## config.mk

```make
export PLATFORM = sky130hd
export DESIGN_NAME = dqoy_frame_rx
export DESIGN_NICKNAME = d
export VERILOG_FILES = /design/src/rtl/dqoy_frame_rx.sv
export SDC_FILE = /design/constraint.sdc
export NUM_CORES = 1
export LEC_CHECK = 0
export ABC_AREA = 1
export BUFFER_PORTS_ARGS = -buffer_cell sky130_fd_sc_hd__buf_2
export CAP_MARGIN = 20
export CORE_MARGIN = 5
export CORE_UTILIZATION = 37
export CTS_CLUSTER_SIZE = 24
export DETAILED_ROUTE_END_ITERATION = 8
export SLEW_MARGIN = 20
export SYNTH_ARGS = -nofsm -noshare
export SYNTH_HDL_FRONTEND = slang
export SYNTH_SLANG_ARGS = --single-unit
```

## constraint.sdc

```tcl
create_clock -name clk -period 4.35 [get_ports clk]
set_input_delay 0.2175 -clock clk [delete_from_list [all_inputs] [get_ports clk]]
set_output_delay 0.2175 -clock clk [all_outputs]
set_load 0.02 [all_outputs]
```

## src/rtl/dqoy_frame_rx.sv

```systemverilog
`default_nettype none
// +-----------------------------------------------------------------------+
// | dqoy_frame_rx : serial 6-bit frame receiver into a 2x3 output array,  |
// |                 with optional even parity, abort on restart, counters |
// | Revision      : 1.0                                                   |
// +-----------------------------------------------------------------------+
module dqoy_frame_rx #(
  parameter int PARITY_EN = 1,
  parameter int ERR_W     = 8
) (
  input  logic                  clk,
  input  logic                  rst_n,
  input  logic                  ser_bit,
  input  logic                  ser_sof,
  input  logic                  ser_valid,
  output logic                  ser_ready,
  output logic [3:3][1:0][3:1]  dqoy,
  output logic                  out_valid,
  input  logic                  out_ready,
  output logic                  busy,
  output logic [15:0]           frame_cnt,
  output logic [ERR_W-1:0]      perr_cnt,
  output logic [ERR_W-1:0]      abort_cnt
);

  localparam logic [1:0] S_IDLE = 2'd0;
  localparam logic [1:0] S_RECV = 2'd1;
  localparam logic [1:0] S_PAR  = 2'd2;

  logic [1:0]       state_q, state_d;
  logic [2:0]       idx_q, idx_d;
  logic [5:0]       part_q, part_d;
  logic [5:0]       dqoy_q;
  logic             out_valid_q;
  logic [15:0]      frame_cnt_q;
  logic [ERR_W-1:0] perr_cnt_q;
  logic [ERR_W-1:0] abort_cnt_q;

  logic             w_accept;
  logic [5:0]       w_ins;
  logic [5:0]       w_frame;
  logic             w_done;
  logic             w_perr;
  logic             w_abort;

  assign ser_ready = !out_valid_q || out_ready;
  assign w_accept  = ser_valid && ser_ready;

  // Beat k lands in flat bit 5-k, so beat 0 becomes dqoy[3][1][3].
  always_comb begin
    w_ins = part_q;
    for (int i = 0; i < 6; i++) begin
      if (3'(5 - i) == idx_q) w_ins[i] = ser_bit;
    end
  end

  // State register
  always_ff @(posedge clk or negedge rst_n) begin
    if (!rst_n) begin
      state_q <= S_IDLE;
      idx_q   <= 3'd0;
    end else begin
      state_q <= state_d;
      idx_q   <= idx_d;
    end
  end

  // Next-state logic
  always_comb begin
    state_d = state_q;
    idx_d   = idx_q;
    if (w_accept) begin
      case (state_q)
        S_IDLE: begin
          if (ser_sof) begin
            state_d = S_RECV;
            idx_d   = 3'd1;
          end
        end
        S_RECV: begin
          if (ser_sof) begin
            idx_d = 3'd1;
          end else if (idx_q == 3'd5) begin
            state_d = (PARITY_EN != 0) ? S_PAR : S_IDLE;
            idx_d   = 3'd0;
          end else begin
            idx_d = idx_q + 3'd1;
          end
        end
        S_PAR: begin
          if (ser_sof) begin
            state_d = S_RECV;
            idx_d   = 3'd1;
          end else begin
            state_d = S_IDLE;
            idx_d   = 3'd0;
          end
        end
        default: begin
          state_d = S_IDLE;
          idx_d   = 3'd0;
        end
      endcase
    end
  end

  // Output / event decode
  always_comb begin
    w_done  = 1'b0;
    w_perr  = 1'b0;
    w_abort = 1'b0;
    part_d  = part_q;
    w_frame = (state_q == S_PAR) ? part_q : w_ins;
    if (w_accept) begin
      if (ser_sof) begin
        part_d  = {ser_bit, 5'b0};
        w_abort = (state_q == S_RECV) || (state_q == S_PAR);
      end else if (state_q == S_RECV) begin
        part_d = w_ins;
        w_done = (idx_q == 3'd5) && (PARITY_EN == 0);
      end else if (state_q == S_PAR) begin
        // Even parity: data bits XOR parity bit must be zero.
        w_perr = ^part_q ^ ser_bit;
        w_done = !w_perr;
      end
    end
  end

  always_ff @(posedge clk or negedge rst_n) begin
    if (!rst_n) begin
      part_q      <= 6'd0;
      dqoy_q      <= 6'd0;
      out_valid_q <= 1'b0;
      frame_cnt_q <= 16'd0;
      perr_cnt_q  <= '0;
      abort_cnt_q <= '0;
    end else begin
      part_q <= part_d;
      if (w_done) begin
        dqoy_q      <= w_frame;
        out_valid_q <= 1'b1;
        frame_cnt_q <= frame_cnt_q + 16'd1;
      end else if (out_ready) begin
        out_valid_q <= 1'b0;
      end
      if (w_perr && !(&perr_cnt_q)) perr_cnt_q <= perr_cnt_q + 1'b1;
      if (w_abort && !(&abort_cnt_q)) abort_cnt_q <= abort_cnt_q + 1'b1;
    end
  end

  assign dqoy      = dqoy_q;
  assign out_valid = out_valid_q;
  assign busy      = (state_q != S_IDLE);
  assign frame_cnt = frame_cnt_q;
  assign perr_cnt  = perr_cnt_q;
  assign abort_cnt = abort_cnt_q;

endmodule
`default_nettype wire

```

Word level (Yosys, flattened, before mapping)
Cells that the tools add are included.

storage, ports and cells
  bits in read-only memories = 0
  latch bits = 0
  input port bits = 6
  memories = 0
  output and inout bits = 41
  bits in registers = 50
  RAM bits = 0
  word-level logic and storage cells = 75

cells by class
  reductions and logical operators = 20
  equal/unequal tests = 11
  div/mod/pow operators = 0
  bitwise operators = 1
  shifts and indexed selects = 0
  mux-type cells = 31
  $lt $le $gt $ge = 0
  multiply operators = 0
  add/subtract/negate cells = 4

operator list
  operator                 count
  $mux W1                  20
  $mux W6                  3
  $add A16 B1 Y16 const B  1
  $add A8 B1 Y8 const B    2
  $reduce_and A8 Y1        2
  $mux W3                  3
  $pmux W3 S3              1
  $eq A2 B3 Y1 const A     2
  $eq A3 B3 Y1 const A     2
  $mux W2                  3
  $ne A2 B2 Y1 const B     3
  $pmux W2 S3              1
  $reduce_bool A2 Y1       3
  $reduce_xor A6 Y1        1
  $logic_not A1 Y1         4
  $reduce_and A2 Y1        2
  $reduce_and A4 Y1        1
  $add A3 B1 Y3 const B    1
  $eq A1 B3 Y1 const A     1
  $eq A3 B3 Y1 const B     1
  $logic_and A1 B1 Y1      3
  $logic_not A3 Y1         1
  $eq A2 B1 Y1 const B     1
  $eq A2 B2 Y1 const B     1
  3 further kinds          4

Depth between registers and ports, before layout
  word-level depth = 8
  mapped depth = 11
  mapped depth without buffers = 10

Worst setup path after synthesis
No wires, ideal clock.

  path kind = register -> register
  start point = register out_valid_q, in the netlist out_valid
  end point = register perr_cnt_q[6], in the netlist perr_cnt[6]
  data required time = 4232 ps
  buffers on the path = 0
  period minus slack after synthesis = 1584 ps
  arrival = 1466 ps
  stages on the path, launching flop included = 9
  path slack = 2766 ps
  setup time = 118 ps
  cells stage by stage = dfrtp_1 nand2_1 nand2_1 nor2_8 nand2_1 clkinv_2 nand3_4 nand2_1 nand2_1

between the ends
  longest elaborated chain between the ends = 5

ends and longest elaborated chain
  element                   RTL line  RTL
  start: declaration        34        logic out_valid_q;
  start signal: assignment  133       out_valid_q <= 1'b0;
  start signal: assignment  141       out_valid_q <= 1'b1;
  start signal: assignment  144       out_valid_q <= 1'b0;
  $logic_not A1 Y1          46        assign ser_ready = !out_valid_q || out_ready;
  $logic_or A1 B1 Y1        46
  via ser_ready             16        output logic ser_ready,
  $logic_and A1 B1 Y1       47        assign w_accept = ser_valid && ser_ready;
  $mux W1                   114       if (w_accept) begin
  $logic_and A1 B1 Y1       146       if (w_perr && !(&perr_cnt_q)) perr_cnt_q <= perr_cnt_q + 1'b1;
  end signal: assignment    146
  end: declaration          36        logic [ERR_W-1:0] perr_cnt_q;

The timed path passes the listed nets, and every way through them passes these cells.
A chain may end at the register's enable or synchronous reset.

Worst setup path in the final report
  start point = register state_q[1]
  end point = register perr_cnt_q[3], in the netlist perr_cnt[3]

between the ends
  longest elaborated chain between the ends = 6
  elaborated cells between the ends (all ways) = 7
  those cells by class = eq/ne (2); mux (4); reduce/logical (1)

ends and longest elaborated chain
  element                   RTL line  RTL
  start: declaration        30        logic [1:0] state_q, state_d;
  start signal: assignment  63        state_q <= state_d;
  $eq A2 B2 Y1              121       end else if (state_q == S_PAR) begin
  $mux W1                   121
  $mux W1 *                 118       end else if (state_q == S_RECV) begin
  $mux W1 *                 115       if (ser_sof) begin
  $mux W1 *                 114
  $logic_and A1 B1 Y1 *     146

Every way passes the cells marked *; elsewhere a longest branch is shown, timed or not.

==> impl_metrics.toml <==
[critical_path]
setup.worst_path.end_class = "flip-flop"
slowest_delay_ns = 0.40
critical_path_class = "reg -> reg"
worstReg2RegEnd = "perr_cnt[3]"
worst-r2r-setup-slack_ns = 2.34
crit_path_max_fanout = 24
cpLargestDelayFamily = "simple AND/OR/NAND/NOR gates"
timing.critical_path.required_ns = 4.54
sort_of_element_at_the_start_of_the_critical_path = "flip-flop"
worstSetupStartpoint = "state_q[1]"
cell_mode_on_critical_path = "nand2_1"
slowest_stage = "dfrtp_1"
worst-endpoint-arrival_ns = 2.20
crit_path_cell_trace = "inv_1 -> ha_1 -> nor2_1 -> nand2_1 -> nor2_8 -> nand2_1 -> clkinv_2 -> nand3_4 -> nand2_1 -> nand2_1"
critPathBufInv = 2
worstRegToRegCells = 10
worst_r2r_startpoint = "state_q[1]"

[timing]
fin_tns_setup_ns = 0
timing_max_transition_violations_final = 0
timing_hold_violations_final = 0
fin_hold_ws_ns = 0.0112
timing.max_slew.rel_slack = 0.572
timing_worst_slew_pin_value_ns = 0.642
fin_crit_ns = 2.01
achievable-frequency_mhz = 498
unrepaired_setup_endpoints_after_global_routing = "no"
post-route-period-util = 0.462
setup_viol_count_final = 0
skew_ns = 0.00782

[placement]
gp_routability_congestion = 0.814
dpl.hpwl_um = 5300
io_buffers = 46

[synthesis]
synth.distinct_cells = 28
synth_top_cell_by_area = "dfrtp_1"
synth-simple-area-share = 0.436
synthesis.nets = 441
syn-cell-area_um2 = 3350
ys_seq_elements = 50
syn-instance-count = 427
synth_compound_area_frac = 0.0415
synthTopCellsByArea = "dfrtp_1 (37%), nand2_1 (13%), nand3_1 (7.8%)"
yosysSeqAreaShare = 0.374
synth_top_family_by_area = "simple AND/OR/NAND/NOR gates"
yosys.area_share.adder = 0.0299
synth_async_sr_flop_share = 1.00
synth.cells.most_frequent = "nand2_1 (118), nand3_1 (52), dfrtp_1 (50), inv_1 (37), nor2_1 (26)"
synth_most_common_cell = "nand2_1"
synth-edff-count = 0
synth_xor_xnor_area_share = 0.0445
syn_area_per_cell_um2 = 7.84
synth_mux_area_frac = 0
synth_top_area_frac = 0.374
synth_flop_cell = "dfrtp_1"
synthesis.yosys.warnings = 0

[flow_run]
maxCapViolCount = 0

[power_and_ir_drop]
cellLeakagePower_uw = 0.00197
post-layout-total-power_uw = 1660
power.density_nw_per_um2 = 441
vdd_drop_max_uv = 178

[grt]
grt_max_degree = 51
grt_first_pass_wirelength_um = 12900
grt_antenna_before_repair = 0
gr-total-overflow = 0
globalRouteTotalUtil = 0.137
via_count_of_the_first_global_routing_pass = 2732

[cts]
clk_path_buf_depth = 2
cts_hold_repair.buffers = 0
post_cts_resize_count = 0
cts.reportedPaths.clkPinSlew_ns = 0.09
cts.htree.levels = 2
tritoncts = "built"
post_cts_buffers = 0
cts_buffers = 5
worstSkewPairLatency_ns = 0.30
clock-root-buffer = "clkbuf_8"
clock_sink_count = 50

[route]
first_pass_iters = 4
route.vias.total = 2830
avgRoutedWirePerCell_um = 12.3
drt_iter0_markers = 95
viasPerCell = 4.85
wirelength_um = 7190
ant_nets = 0
post-route-drc-count = 0

[floorplanning]
start_util = 0.382
die_span_in_y_um = 105
fp.dieW_um = 105
std_cell_rows = 34
area_enclosed_by_the_die_boundary_um2 = 11000
io-pin-count = 47
design.core.area_um2 = 8760

[worst_hold_path]
worstHoldPathType = "in -> async"

[cells_and_area]
antenna-diode-count = 0
num-nets-final = 488
synthToLayoutAreaGrowth_pct = 12.3
drive_above_1_share = 0.240
fin_util = 0.429

[status]
outcome = "completed"
metrics by stage:
step           area (um^2)  worst slack (ns)  instances
3_3_place_gp          3650              2.47        575
5_1_grt               3760              2.13        583
2_1_floorplan         3350              2.77        427
3_5_place_dp          3650              2.37        575
6_report              3760              2.34        583
4_1_cts               3760              2.33        583
worst max-delay path by stage:
stage | slack [ns] | endpoint | cells past startpoint
3_5_place_dp | 2.37 | perr_cnt[3] | 10
5_1_grt | 2.13 | perr_cnt[4] | 10
3_3_place_gp | 2.47 | perr_cnt[7] | 10
6_report | 2.34 | perr_cnt[3] | 10
2_1_floorplan | 2.77 | perr_cnt[6] | 8
4_1_cts | 2.33 | perr_cnt[7] | 10
state kept, by name, summed over array words and instances, names as in the netlist:
name / cells
dqoy: 6
part_q: 6
frame_cnt: 16
out_valid: 1
perr_cnt: 8
idx_q: 3
state_q: 2
abort_cnt: 8
layout make-up:
class                      instances  area [um^2]
clock buffer                       5         68.8
clock inverter                     3         40.0
fill                             902         5000
inverter                          47          178
multi-input combinational        323         1850
sequential                        50         1250
tap                              108          135
timing repair buffer              47          238
cells by family (layout without fill, tap and decap cells):
kind of cell	Yosys count	in the layout
compound gates	27	27
xor+xnor	17	17
fa+ha+maj	8	8
buf+inv	54	102
flops	50	50
simple gates	271	271
cell usage in the layout, fill, tap and decap left out:
cell / count
nor2_8: 1
o21ai_1: 5
nor3_1: 1
clkbuf_8: 5
o211ai_1: 1
clkinv_1: 2
nand2_1: 118
buf_4: 1
a21oi_1: 1
nand2_4: 22
nand2_2: 22
nand3_1: 52
o21ai_0: 19
o22ai_1: 1
clkinv_2: 3
xor2_1: 11
nand2_8: 3
ha_1: 8
dfrtp_1: 50
nor3_2: 1
nor2_1: 26
xnor2_1: 6
inv_1: 37
bufinv_16: 1
nand3_4: 2
nand4_1: 23
buf_2: 46
inv_2: 7
layer usage:
layer | vias up | share of wire | global-route usage
li1 | 1479 | - | -
met1 | 1307 | 0.45 | 0.177
met2 | 40 | 0.51 | 0.236
met3 | 4 | 0.029 | 0.0271
met4 | 0 | 0.0064 | 0.0329
met5 | - | 0 | 0
power by group:
group	leakage, uW	internal, uW	switching (uW)
logic	0.00123	218	468
registers	0.000679	547	98.6
clock network	0.0000579	170	156
No activity file was read; power rests on OpenSTA's default activity.
